`src/rtl/bidiag_pkg.sv`:
```
// bidiag_pkg: shared widths, FSM encoding and band output ordering constants.
package bidiag_pkg;
   localparam int BIT_NUM = 18;
   localparam int MAT_DIM = 4;
   localparam logic [1:0] S_IDLE = 2'd0;
   localparam logic [1:0] S_COLLECT = 2'd1;
   localparam logic [1:0] S_SEND = 2'd2;
   localparam logic [3:0] LAST_IDX = 4'd15;
   // output words run d0,e0,d1,e1,d2,e2,d3: even slots diagonal, odd slots superdiagonal
   localparam logic [2:0] LAST_OUT = 3'd6;
endpackage

```
`src/rtl/abs_tol_cmp.sv`:
```
// abs_tol_cmp: flags a signed word whose magnitude exceeds an unsigned threshold.
module abs_tol_cmp #(
   parameter int W = 18,
   parameter logic [W-1:0] TOL = '0
) (
   input  logic signed [W-1:0] x,
   output logic                gt
);
   logic [W-1:0] mag;
   always_comb begin
      // unsigned view makes the most negative input come out as 2^(W-1)
      mag = x[W-1] ? -x : x;
      gt = mag > TOL;
   end
endmodule

```
`src/rtl/bidiag_band_extract.sv`:
```
// bidiag_band_extract: collects a 4x4 complex matrix burst, checks the off-band
// entries are nulled and streams the real bidiagonal band out with handshake.
module bidiag_band_extract #(
   parameter int BIT_NUM = bidiag_pkg::BIT_NUM,
   parameter int MAT_DIM = bidiag_pkg::MAT_DIM,
   parameter logic [BIT_NUM-1:0] TOL = 18'd64
) (
   input  logic                      clk,
   input  logic                      rst,
   input  logic                      valid_i,
   input  logic signed [BIT_NUM-1:0] R_i,
   input  logic signed [BIT_NUM-1:0] I_i,
   input  logic                      ready_i,
   output logic signed [BIT_NUM-1:0] D_o,
   output logic                      valid_o,
   output logic                      last_o,
   output logic                      err_o,
   output logic                      short_o,
   output logic                      overrun_o
);
   import bidiag_pkg::*;
   logic [1:0] state;
   logic [3:0] idx;
   logic [2:0] cnt;
   logic err;
   logic signed [BIT_NUM-1:0] d [MAT_DIM];
   logic signed [BIT_NUM-1:0] e [MAT_DIM-1];
   logic re_bad, im_bad;
   logic [3:0] cur;
   logic [1:0] row, col;
   logic diag, sup, fail;
   logic [2:0] nxt;
   abs_tol_cmp #(.W(BIT_NUM), .TOL(TOL)) u_re (.x(R_i), .gt(re_bad));
   abs_tol_cmp #(.W(BIT_NUM), .TOL(TOL)) u_im (.x(I_i), .gt(im_bad));
   always_comb begin
      cur = (state == S_IDLE) ? 4'd0 : idx;
      row = cur[3:2];
      col = cur[1:0];
      diag = row == col;
      sup = {1'b0, col} == {1'b0, row} + 3'd1;
      fail = im_bad | (~(diag | sup) & re_bad);
      nxt = cnt + 3'd1;
   end
   always_ff @(posedge clk) begin
      if (rst) begin
         state <= S_IDLE;
         idx <= '0;
         cnt <= '0;
         err <= 1'b0;
         D_o <= '0;
         valid_o <= 1'b0;
         last_o <= 1'b0;
         err_o <= 1'b0;
         short_o <= 1'b0;
         overrun_o <= 1'b0;
         for (int i = 0; i < MAT_DIM; i++) d[i] <= '0;
         for (int i = 0; i < MAT_DIM - 1; i++) e[i] <= '0;
      end else begin
         short_o <= 1'b0;
         overrun_o <= 1'b0;
         if (state != S_SEND && valid_i) begin
            if (diag) d[row] <= R_i;
            if (sup) e[row] <= R_i;
         end
         case (state)
            S_IDLE: if (valid_i) begin
               state <= S_COLLECT;
               idx <= 4'd1;
               err <= fail;
            end
            S_COLLECT: if (!valid_i) begin
               short_o <= 1'b1;
               state <= S_IDLE;
            end else begin
               err <= err | fail;
               idx <= idx + 4'd1;
               if (idx == LAST_IDX) begin
                  state <= S_SEND;
                  cnt <= '0;
                  valid_o <= 1'b1;
                  D_o <= d[0];
               end
            end
            S_SEND: begin
               overrun_o <= valid_i;
               if (ready_i) begin
                  if (cnt == LAST_OUT) begin
                     state <= S_IDLE;
                     valid_o <= 1'b0;
                     last_o <= 1'b0;
                     err_o <= 1'b0;
                  end else begin
                     cnt <= nxt;
                     D_o <= nxt[0] ? e[nxt[2:1]] : d[nxt[2:1]];
                     last_o <= nxt == LAST_OUT;
                     err_o <= (nxt == LAST_OUT) & err;
                  end
               end
            end
            default: state <= S_IDLE;
         endcase
      end
   end
endmodule

```
`config.mk`:
```
export PLATFORM = sky130hd
export DESIGN_NAME = bidiag_band_extract
export DESIGN_NICKNAME = d
export VERILOG_FILES = /design/src/rtl/bidiag_pkg.sv /design/src/rtl/abs_tol_cmp.sv /design/src/rtl/bidiag_band_extract.sv
export SDC_FILE = /design/constraint.sdc
export NUM_CORES = 1
export LEC_CHECK = 0
export BUFFER_PORTS_ARGS = -buffer_cell sky130_fd_sc_hd__buf_2
export CAP_MARGIN = 0
export CORE_ASPECT_RATIO = 0.75
export CORE_UTILIZATION = 40
export DETAILED_ROUTE_END_ITERATION = 7
export GPL_TIMING_DRIVEN = 0
export MAX_ROUTING_LAYER = met4
export PLACE_DENSITY_LB_ADDON = 0.05
export SKIP_CTS_REPAIR_TIMING = 1
export SLEW_MARGIN = 40
export SYNTH_ARGS = -nofsm -noshare
export SYNTH_HDL_FRONTEND = slang
export SYNTH_SLANG_ARGS = --single-unit
```
`constraint.sdc`:
```
create_clock -name clk -period 5.86 [get_ports clk]
set_input_delay 0.586 -clock clk [delete_from_list [all_inputs] [get_ports clk]]
set_output_delay 0.586 -clock clk [all_outputs]
set_load 0.1 [all_outputs]
```
==> impl_metrics.ini <==
[timing]
fmax_ghz = 0.241
tightest_slew_ns = 0.844
fin_tns_setup_ns = 0
rsz0062_at_grt = no
setup_violations = 0
slew_viol_final = 0
slew_headroom_pct = 43.7
skew_ns = 0.00968
hold_violations = 0
period_needed_ns = 4.15
period_share_pct = 70.8

[die]
die_w_um = 171
io_pins = 63
die_h_um = 129
rows = 46
core_area_um2 = 21100
start_util_pct = 40.8
dieArea_um2 = 22100

[global_routing]
grt_max_degree = 19
grt_pass1_wl_um = 36800
overflow = 0
grt_pass1_vias = 5988
antenna_found_initial = 0
grt_usage_pct = 24.1

[route]
vias = 6139
totalWireLength_um = 24400
first_pass_iters = 5
post_drt_via_cell_ratio = 5.57
drtIter0Drc = 561
ant_nets = 0
drcViolationCount = 0
drt-wirelength-per-cell_um = 22.2

[clock_tree]
clock_path_buffers = 2
cts_max_level = 4
cts-buffers-inserted = 17
tritoncts = yes
clock-root-buffer = clkbuf_16
clkSinkCount = 177
clk_latency_ns = 0.43
cts.clk_slew.worst_paths_ns = 0.07

[synth]
yosysSeqAreaShare_pct = 57.9
syn_area_per_cell_um2 = 12.2
synthesis.area_um2 = 8610
synth_top_flop_cell = edfxtp_1
ys_ff_latch = 177
yosysWarnings = 0
async_flop_share_pct = 0
synth_cell_types = 65
synth-edff-count = 144
synthCells = 704

[placed_design]
port_buffers = 61
place_hpwl_um = 17100
place_inst = 1071
gp_congestion = 0.858

[job]
maxCapViolCount = 0

[critical_path]
required_ns = 5.92
critPathCaptureType = register
cpMostUsedCell = clkbuf_1
slowest_stage = a21o_2
crit_path_max_incr_delay_ns = 0.56
crit_fanout = 18
crit_arrival_ns = 4.21
critPathKind = reg2reg
worstPathCellList = clkbuf_1 > o21ai_2 > clkinv_1 > ha_1 > nor4_1 > nor3b_1 > clkbuf_1 > a21o_2
r2r_cells = 8
startpoint_type = register

[status]
status = finished, final reports clean

[min_path]
hold_class = in2reg
min_delay_path_depth = 1

[power_and_ir_drop]
combPwrFrac_pct = 6.6
power_frac_seq_pct = 54.2
clock_power_share_pct = 39.3
powerDensity_nw_per_um2 = 267
max-vdd-ir-drop_mv = 0.184
internal-power_mw = 2.01
p_sw_share_pct = 23.6
switchingPower_mw = 0.623
power_mw = 2.64
leakage_nw = 3.74

[layout]
nets = 851
instances_no_fill = 1103
fillers = 1939
drive_above_1_share_pct = 18.9
area_delta_synth_final_pct = 14.8
cell usage in the layout (no fill, tap or decap), types with 3 or more instances in the layout:
cell,netlist,layout
edfxtp_1,144,144
nand2_1,71,71
buf_2,8,69
and2_1,64,64
and3_1,56,56
clkbuf_1,45,47
nor2_1,44,44
a21oi_1,37,37
mux4_2,36,36
dfxtp_1,33,33
nor3_1,20,20
a311o_1,18,18
conb_1,1,18
clkbuf_16,0,17
nand3_1,10,10
a31oi_1,9,9
inv_1,9,9
ha_1,9,9
o21ai_0,7,7
nor2b_1,7,7
nor4_1,5,5
nand2b_1,5,5
clkinv_1,2,4
a21o_2,1,4
or2_2,4,4
clkinvlp_4,0,4
a211oi_1,3,3
xnor2_1,3,3
inv_6,0,3
area by class of cell:
| type | count | area [um2] | share of cell area, % |
|---|---|---|---|
| buffer | 56 | 231 | 2.34 |
| tap | 288 | 360 | 3.65 |
| timing repair buffer | 62 | 313 | 3.17 |
| sequential | 177 | 4980 | 50.4 |
| inverter | 11 | 41.3 | 0.418 |
| clock buffer | 19 | 433 | 4.38 |
| multi-input combinational | 477 | 3430 | 34.7 |
| clock inverter | 12 | 86.3 | 0.874 |
| antenna | 1 | 2.50 | 0.0253 |
power by group through the flow:
| stage | clock, mW | sequential, mW | combinational, mW |
|---|---|---|---|
| 4_1_cts | 1.05 | 1.43 | 0.173 |
| 5_1_grt | 1.11 | 1.43 | 0.189 |
| 3_5_place_dp | 0 | 1.46 | 0.173 |
| 2_1_floorplan | 0 | 1.45 | 0.101 |
| 3_3_place_gp | 0 | 1.45 | 0.168 |
| 6_report | 1.04 | 1.43 | 0.174 |
worst max-delay path: cells and delay by family (launching register included):
family,cells,cell delay [ns]
AND/OR/NAND/NOR,2,0.93
buffers and inverters,3,1.15
adder cells (fa/ha/maj),1,0.33
AO/OA/AOI/OAI,2,1.05
flip-flops,1,0.31
per-stage QoR:
stage          util, %  hold slack (ns)  area (um2)  setup WS (ns)
2_1_floorplan        -            0.447        8670           2.77
3_3_place_gp      44.2            0.437        9340           1.13
3_5_place_dp      44.3            0.442        9360           1.36
4_1_cts           46.8            0.340        9880           1.35
5_1_grt           46.8            0.348        9880           1.55
6_report          46.8            0.359        9880           1.71
cells in the mapped netlist, types with 3 or more instances:
cell type / n / area, um2
edfxtp_1: 144 / 4320
a21o_1: 5 / 37.5
and3_1: 56 / 350
buf_2: 8 / 40.0
a311o_1: 18 / 180
nor3_1: 20 / 100
and2_1: 64 / 400
o21ai_0: 7 / 35.0
clkbuf_1: 45 / 169
nand2_1: 71 / 267
inv_1: 9 / 33.8
xnor2_1: 3 / 26.3
nor4_1: 5 / 31.3
nor2_1: 44 / 165
nor2b_1: 7 / 43.8
nand3_1: 10 / 50.1
or2_2: 4 / 25.0
a31oi_1: 9 / 56.3
ha_1: 9 / 113
a211oi_1: 3 / 22.5
dfxtp_1: 33 / 661
mux4_2: 36 / 811
a21oi_1: 37 / 185
nand2b_1: 5 / 31.3
logic make-up after synthesis:
group | after synthesis | synth area share [%]
other | 1 | 0.0436
AOI/OAI and AO/OA | 100 | 7.98
DFF | 177 | 57.9
and+or+nand+nor | 306 | 19.2
muxes | 38 | 9.66
adders and majority gates | 9 | 1.31
buffers and inverters | 67 | 3.17
xor gates and xnor gates | 6 | 0.698
flip-flops by register name, summed over array words and instances (netlist names):
signal	count
D_o	18
cnt	3
d	72
e	72
err	1
err_o	1
idx	4
last_o	1
overrun_o	1
short_o	1
state	2
valid_o	1
worst paths after layout:
kind         slack, ns       to  startpoint
min reg2reg       0.45  D_o[16]     D_o[16]
max reg2reg       1.71  e[1][6]    state[1]
min               0.36  e[3][6]      R_i[6]
max               1.71  e[1][6]    state[1]
routing by layer:
layer | part of all wire [%] | track usage (%) | up-vias
li1 | - | - | 2812
met1 | 46 | 33.0 | 3122
met2 | 48 | 37.7 | 191
met3 | 5.2 | 4.70 | 14
met4 | 0.76 | 4.15 | 0
met5 | 0 | - | -
Note: power is estimated with default switching activity, not from simulation.
